[src/rtl/generic_pool_cfg_task_queue.sv]
// Shadow register bank for pool/post-MAC/upsample/feature-map/buffer parameters.
// A commit snapshots the bank into a descriptor FIFO that the core drains with
// valid/ready, so host setup of the next task overlaps execution of the current one.
module generic_pool_cfg_task_queue #(
    parameter int unsigned REG_N      = 10,
    parameter int unsigned FIFO_DEPTH = 4,
    parameter int unsigned ADDR_W     = 4,
    parameter int unsigned CNT_W      = 16
) (
    input  logic                          clk,
    input  logic                          rst,
    input  logic                          reg_wen,
    input  logic [ADDR_W-1:0]             reg_waddr,
    input  logic [31:0]                   reg_wdata,
    input  logic [3:0]                    reg_wstrb,
    input  logic                          reg_ren,
    input  logic [ADDR_W-1:0]             reg_raddr,
    output logic [31:0]                   reg_rdata,
    output logic                          reg_rvalid,
    output logic                          cfg_valid,
    input  logic                          cfg_ready,
    output logic [REG_N*32-1:0]           cfg_desc,
    input  logic                          task_done,
    output logic [$clog2(FIFO_DEPTH):0]   fifo_cnt
);

    localparam int unsigned PTR_W  = $clog2(FIFO_DEPTH);
    localparam int unsigned DESC_W = REG_N * 32;
    localparam logic [ADDR_W-1:0] CMD_ADDR  = ADDR_W'(REG_N);
    localparam logic [ADDR_W-1:0] STAT_ADDR = ADDR_W'(REG_N + 1);
    localparam logic [PTR_W:0]    FULL_CNT  = (PTR_W + 1)'(FIFO_DEPTH);

    logic [31:0]       shadow_q [REG_N];
    logic [31:0]       shadow_d [REG_N];
    logic [DESC_W-1:0] shadow_flat;
    logic [DESC_W-1:0] mem_q [FIFO_DEPTH];

    logic [PTR_W-1:0]  rd_ptr_q, rd_ptr_d, wr_ptr_q, wr_ptr_d, push_ptr;
    logic [PTR_W:0]    cnt_q, cnt_d;
    logic              addr_err_q, addr_err_d, ovf_q, ovf_d;
    logic [CNT_W-1:0]  done_cnt_q;
    logic [31:0]       rdata_d, rdata_q;
    logic              rvalid_q;

    logic cmd_wr, unmapped_wr, commit, flush, pop, push, empty, full;

    assign empty       = (cnt_q == '0);
    assign full        = (cnt_q == FULL_CNT);
    assign pop         = !empty && cfg_ready;
    assign cmd_wr      = reg_wen && (reg_waddr == CMD_ADDR);
    assign commit      = cmd_wr && reg_wdata[0];
    assign flush       = cmd_wr && reg_wdata[1];
    // STAT is mapped (read-only): writes to it are dropped without an error.
    assign unmapped_wr = reg_wen && (32'(reg_waddr) >= REG_N) &&
                         (reg_waddr != CMD_ADDR) && (reg_waddr != STAT_ADDR);

    // Byte-enabled shadow write decode and flat view of the bank for snapshots.
    always_comb begin
        shadow_flat = '0;
        for (int i = 0; i < REG_N; i++) begin
            shadow_d[i] = shadow_q[i];
            if (reg_wen && (reg_waddr == ADDR_W'(i))) begin
                for (int b = 0; b < 4; b++) begin
                    if (reg_wstrb[b]) shadow_d[i][8*b +: 8] = reg_wdata[8*b +: 8];
                end
            end
            shadow_flat[32*i +: 32] = shadow_q[i];
        end
    end

    // FIFO pointer/count and sticky flag next-state; flush acts before a same-cycle push.
    always_comb begin
        rd_ptr_d   = rd_ptr_q;
        wr_ptr_d   = wr_ptr_q;
        cnt_d      = cnt_q;
        addr_err_d = addr_err_q;
        ovf_d      = ovf_q;
        push       = 1'b0;
        push_ptr   = wr_ptr_q;
        if (flush) begin
            rd_ptr_d   = '0;
            wr_ptr_d   = '0;
            cnt_d      = '0;
            addr_err_d = 1'b0;
            ovf_d      = 1'b0;
            push_ptr   = '0;
            if (commit) begin
                push     = 1'b1;
                wr_ptr_d = PTR_W'(1);
                cnt_d    = (PTR_W + 1)'(1);
            end
        end else begin
            if (commit) begin
                if (!full || pop) push = 1'b1;
                else              ovf_d = 1'b1;
            end
            if (pop)  rd_ptr_d = rd_ptr_q + 1'b1;
            if (push) wr_ptr_d = wr_ptr_q + 1'b1;
            if (push && !pop)      cnt_d = cnt_q + 1'b1;
            else if (!push && pop) cnt_d = cnt_q - 1'b1;
        end
        if (unmapped_wr) addr_err_d = 1'b1;
    end

    // Read mux: shadow words, status, everything else reads as zero.
    always_comb begin
        rdata_d = '0;
        for (int i = 0; i < REG_N; i++) begin
            if (reg_raddr == ADDR_W'(i)) rdata_d = shadow_q[i];
        end
        if (reg_raddr == STAT_ADDR) begin
            rdata_d = {16'(done_cnt_q), 8'(cnt_q), 4'b0000, addr_err_q, ovf_q, full, empty};
        end
    end

    // Control state with asynchronous reset.
    always_ff @(posedge clk or posedge rst) begin
        if (rst) begin
            for (int i = 0; i < REG_N; i++) shadow_q[i] <= '0;
            rd_ptr_q   <= '0;
            wr_ptr_q   <= '0;
            cnt_q      <= '0;
            addr_err_q <= 1'b0;
            ovf_q      <= 1'b0;
            done_cnt_q <= '0;
            rdata_q    <= '0;
            rvalid_q   <= 1'b0;
        end else begin
            for (int i = 0; i < REG_N; i++) shadow_q[i] <= shadow_d[i];
            rd_ptr_q   <= rd_ptr_d;
            wr_ptr_q   <= wr_ptr_d;
            cnt_q      <= cnt_d;
            addr_err_q <= addr_err_d;
            ovf_q      <= ovf_d;
            if (task_done) done_cnt_q <= done_cnt_q + 1'b1;
            if (reg_ren)   rdata_q    <= rdata_d;
            rvalid_q   <= reg_ren;
        end
    end

    // Descriptor storage; contents are don't-care while unoccupied, so no reset.
    always_ff @(posedge clk) begin
        if (push) mem_q[push_ptr] <= shadow_flat;
    end

    assign cfg_valid  = !empty;
    assign cfg_desc   = empty ? '0 : mem_q[rd_ptr_q];
    assign fifo_cnt   = cnt_q;
    assign reg_rdata  = rdata_q;
    assign reg_rvalid = rvalid_q;

endmodule

[config.mk]
export PLATFORM = sky130hd
export DESIGN_NAME = generic_pool_cfg_task_queue
export DESIGN_NICKNAME = d
export VERILOG_FILES = /design/src/rtl/generic_pool_cfg_task_queue.sv
export SDC_FILE = /design/constraint.sdc
export NUM_CORES = 2
export LEC_CHECK = 0
export CAP_MARGIN = 0
export CORE_MARGIN = 2
export CORE_UTILIZATION = 30
export DETAILED_ROUTE_END_ITERATION = 7
export PLACE_DENSITY = 0.57
export SLEW_MARGIN = 30
export SYNTH_ARGS = -nofsm -noshare
export SYNTH_HDL_FRONTEND = slang
export SYNTH_SLANG_ARGS = --single-unit
[constraint.sdc]
create_clock -name clk -period 70.1 [get_ports clk]
set_clock_uncertainty 0.2 [all_clocks]
set_input_delay 14.02 -clock clk [delete_from_list [all_inputs] [get_ports clk]]
set_output_delay 14.02 -clock clk [all_outputs]
set_load 0.005 [all_outputs]
==> results.txt <==
----------------------------------------------------
[Placement]
  Placed Cells incl. Taps ... around 6,600
  DP Area ... approximately 73,000 um^2
  Minimum setup slack after placement ... 51.26 ns
  DP HPWL ... around 130,000 um
  Gpl congestion ... 0.772
  Count of port buffers added during placement ... approximately 410

[STA]
  Worst path setup slack after routing ... approximately 51 ns
  Count of endpoints failing hold in the final timing report ... 0
  Final sum of negative setup slack ... 0 ns
  Post-route clock period utilization ... between 20% and 30%
  Final max-slew violation count ... 0
  Minimum period implied by the final worst setup slack ... 19.40 ns
  Final Hold Slack ... between 0.3 and 0.4 ns
  Maximum operating frequency ... ~0.052 GHz
  Unrepaired setup endpoints after global routing ... no
  Actual slew at the worst max-slew pin ... about 1.0 ns
  Final count of negative-setup-slack endpoints ... 0
  Worst max-slew margin expressed relative to the limit ... between 30% and 40%

[Critical path]
  CP Capture Point ... cfg_desc[313]
  Critical-path cell list ... buf_4 -> buf_4 -> buf_6 -> mux4_2 -> and2_1 -> clkdlybuf4s50_1
  Critical path's most frequent cell ... sky130_fd_sc_hd__buf_4
  Critical path launch point type ... flop
  Required time of the critical path ... about 56 ns
  Crit-path max FO ... between 60 and 70
  Worst Path Arrival ... 5.18 ns
  Capture point of the worst reg-to-reg path ... mem_q[0][58]
  Number of buffer and inverter instances along the worst setup path ... 4
  Stages on the worst setup path ... 6
  CP top delay family ... buffers and inverters
  Category of the most critical setup path ... reg -> out
  Max stage delay on crit path ... approximately 0.93 ns
  Worst R2R Start ... fifo_cnt[0]
  Worst-case reg-to-reg path depth ... 7
  Critical Path Source ... rd_ptr_q[1]
  Worst reg2reg setup slack ... around 66 ns
  Cell with the largest stage delay on the worst path ... sky130_fd_sc_hd__dfrtp_4
  Endpoint type of the worst setup path ... output pin

[Synth]
  Post-Syn Nets ... 3,503
  Number of flops mapped to enable cells by yosys ... about 1,300
  Most frequent cell after synthesis ... sky130_fd_sc_hd__edfxtp_1
  Ys async rst share ... a little under a quarter
  Avg Inst Size Synth ... 19.0 um^2
  Synth area leaders ... sky130_fd_sc_hd__edfxtp_1 (59%), sky130_fd_sc_hd__dfrtp_1 (14%), sky130_fd_sc_hd__mux4_2 (12%), sky130_fd_sc_hd__mux2_2 (5.7%), sky130_fd_sc_hd__and2_1 (3.1%)
  Number of standard cells after synthesis ... between 3,000 and 4,000
  Area share of the leading cell type in the synthesized netlist ... between 50% and 60%
  Post-synthesis instance area ... between 60,000 and 70,000 um^2
  Count of state elements after synthesis ... between 1,500 and 2,000
  Sequential fraction of the synthesis area ... between 70% and 80%
  Library cells used by synthesis ... 66
  Count of warnings emitted by yosys ... 0
  Predominant post-synthesis flop cell ... sky130_fd_sc_hd__edfxtp_1
  Cell type with the largest total area after synthesis ... sky130_fd_sc_hd__edfxtp_1
  Most common library cells after synthesis ... sky130_fd_sc_hd__edfxtp_1 (1,280), sky130_fd_sc_hd__dfrtp_1 (378), sky130_fd_sc_hd__mux4_2 (338)

[Clocking]
  Sinks on the clock net ... between 1,500 and 2,000
  Clock buffers created by TritonCTS ... 174
  Clock tree from TritonCTS ... built
  Quantity of gates resized following cts ... 0
  Hold-fix buffers at CTS ... 0
  Buffer levels on the longest clock path ... 3
  Insertion delay to the later sink of the worst-skew pair ... approximately 0.80 ns
  Total number of H-tree levels ... 4
  Clock transition at path regs ... approximately 0.060 ns
  Cell at the root of the clock tree ... sky130_fd_sc_hd__clkbuf_16
  Setup repair bufs after CTS ... 0

[Outcome]
  Run status ... complete, no violations

[Worst hold path]
  Worst min-delay path class ... reg -> reg

[Pwr]
  Final total power ... around 3 mW
  Sequential power share ... between 40% and 50%
  Fraction of power consumed by the clock network ... 30.6%
  Net switching fraction of the power ... approximately 29%
  Internal power component ... 2.15 mW
  Maximum vdd ir drop ... roughly 29 uV
  Power per standard cell area ... roughly 38 nW/um^2
  Switching power ... between 800 and 900 uW
  Leakage power summed over all cells ... ~27 nW
  Portion of total power attributed to combinational logic ... between 20% and 30%

[Floorplanning]
  Chip Height ... 472 um
  Number of primary I/O pins ... 407
  Die Wd ... 472 um
  Area inside the core boundary ... 217,000 um^2
  # rows ... roughly 170
  Area enclosed by the die boundary ... approximately 220,000 um^2
  Effective utilization at floorplan ... between 30% and 40%

[Job]
  Count of max-cap constraint violations ... 0

[Drt]
  Routed wire length ... ~200,000 um
  Total iterations of the first detailed-routing run ... 5
  WL/cell ... around 29 um
  Number of design-rule violations left by the first detailed-router iteration ... approximately 3,300
  Antenna-violating nets left ... 0
  Number of vias per cell ... 5.03
  Detailed-route via count ... about 35,000
  Drc violations ... 0

[GRT]
  Global-route usage over all layers ... ~18%
  Overflow left after global routing ... 0
  Number of antenna violations at the first check in global routing ... 35
  Maximum number of pins on one net before global-route repair ... around 140
  Vias in the first global route ... between 30,000 and 40,000
  Wire length of the first global-routing pass ... around 280,000 um

[Layout]
  Final Net Count ... between 3,000 and 4,000
  Layout cells sized above 1 ... about 25%
  Non-Filler Instances ... approximately 7,000
  End-of-flow core utilization ... a little over a third
  Sequential standard cell area ... between 40,000 and 50,000 um^2
  Area growth from synthesis to layout ... 20.2%
  Final non-filler cell area ... slightly below 80,000 um^2
  Filler cells ... 20,152
  Multi-input logic area ... roughly 17,000 um^2

----------------------------------------------------
[registers in the layout, summed over array words and instances, names as in the netlist]
signal / cells
wr_ptr_q: 2
shadow_flat: 320
addr_err_q: 1
reg_rvalid: 1
ovf_q: 1
rd_ptr_q: 2
fifo_cnt: 3
done_cnt_q: 16
reg_rdata: 32
mem_q: 1280
[power by group through the flow]
| stage | clock (mW) | combinational [mW] | sequential [mW] |
|---|---|---|---|
| 2_1_floorplan | 0 | 0.436 | 1.21 |
| 3_3_place_gp | 0 | 0.871 | 1.26 |
| 3_5_place_dp | 0 | 0.880 | 1.26 |
| 4_1_cts | 0.943 | 0.885 | 1.24 |
| 5_1_grt | 0.981 | 0.916 | 1.25 |
| 6_report | 0.923 | 0.854 | 1.24 |
[worst min-delay path by stage]
stage                         startpoint             end  slack (ns)  cells past startpoint
after floorplan           done_cnt_q[15]  done_cnt_q[15]        0.24                      1
after global placement     done_cnt_q[4]   done_cnt_q[4]        0.29                      1
after detailed placement           ovf_q           ovf_q        0.30                      2
after CTS                          ovf_q           ovf_q        0.31                      2
after global routing      done_cnt_q[15]  done_cnt_q[15]        0.32                      1
final                     done_cnt_q[15]  done_cnt_q[15]        0.31                      1
[cell families (layout without fill, tap and decap cells)]
group / after synthesis / after routing / synth area share, %
multiplexers: 706 / 706 / 17.9
XOR/XNOR: 19 / 19 / 0.253
flip-flops: 1658 / 1658 / 72.9
AND/OR/NAND/NOR: 575 / 575 / 4.95
buffers and inverters: 222 / 808 / 1.43
adder cells (fa/ha/maj): 2 / 2 / 0.0495
AO/OA/AOI/OAI: 269 / 269 / 2.52
other: 0 / 10 / 0
[layout by cell type (no fill, tap or decap), drive strengths merged, types with 21 or more instances in the layout]
master | Yosys | layout
edfxtp | 1280 | 1280
clkdlybuf4s50 | 0 | 401
dfrtp | 378 | 378
mux2 | 347 | 347
mux4 | 338 | 338
and2 | 324 | 324
clkbuf | 93 | 241
o21ai | 101 | 101
nand2 | 101 | 101
buf | 110 | 64
nor2 | 59 | 59
a21oi | 55 | 55
clkinv | 0 | 50
inv | 19 | 33
o22ai | 22 | 22
mux2i | 21 | 21
[worst register-to-register path, cell delays in order, from the launching register on]
cell and delay [ns]:
sky130_fd_sc_hd__dfrtp_1 0.53, sky130_fd_sc_hd__or3b_2 0.26, sky130_fd_sc_hd__nor2_1 0.08, sky130_fd_sc_hd__or2_2 0.32
sky130_fd_sc_hd__o21ai_4 0.72, sky130_fd_sc_hd__buf_12 0.45, sky130_fd_sc_hd__buf_16 0.37, sky130_fd_sc_hd__buf_4 0.86
[routing by layer]
metal / wire length [um] / GRT usage [%] / up-vias
met4: 6320 / 5.79 / 8
met1: 81600 / 23.1 / 18721
met5: 53 / 0 / -
met3: 11400 / 3.15 / 270
li1: - / - / 14524
met2: 99000 / 29.3 / 1197
[final cells by class]
| class | count | area share (%) |
|---|---|---|
| diodes | 10 | 0.0317 |
| flip-flops and latches | 1658 | 60.7 |
| clock buffers | 241 | 6.14 |
| repair buffers | 465 | 6.06 |
| inverters | 19 | 0.0998 |
| clock inverters | 83 | 1.08 |
| multi-input cells | 1571 | 21.4 |
| well taps | 2854 | 4.52 |
No activity file was read; power rests on OpenSTA's default activity.
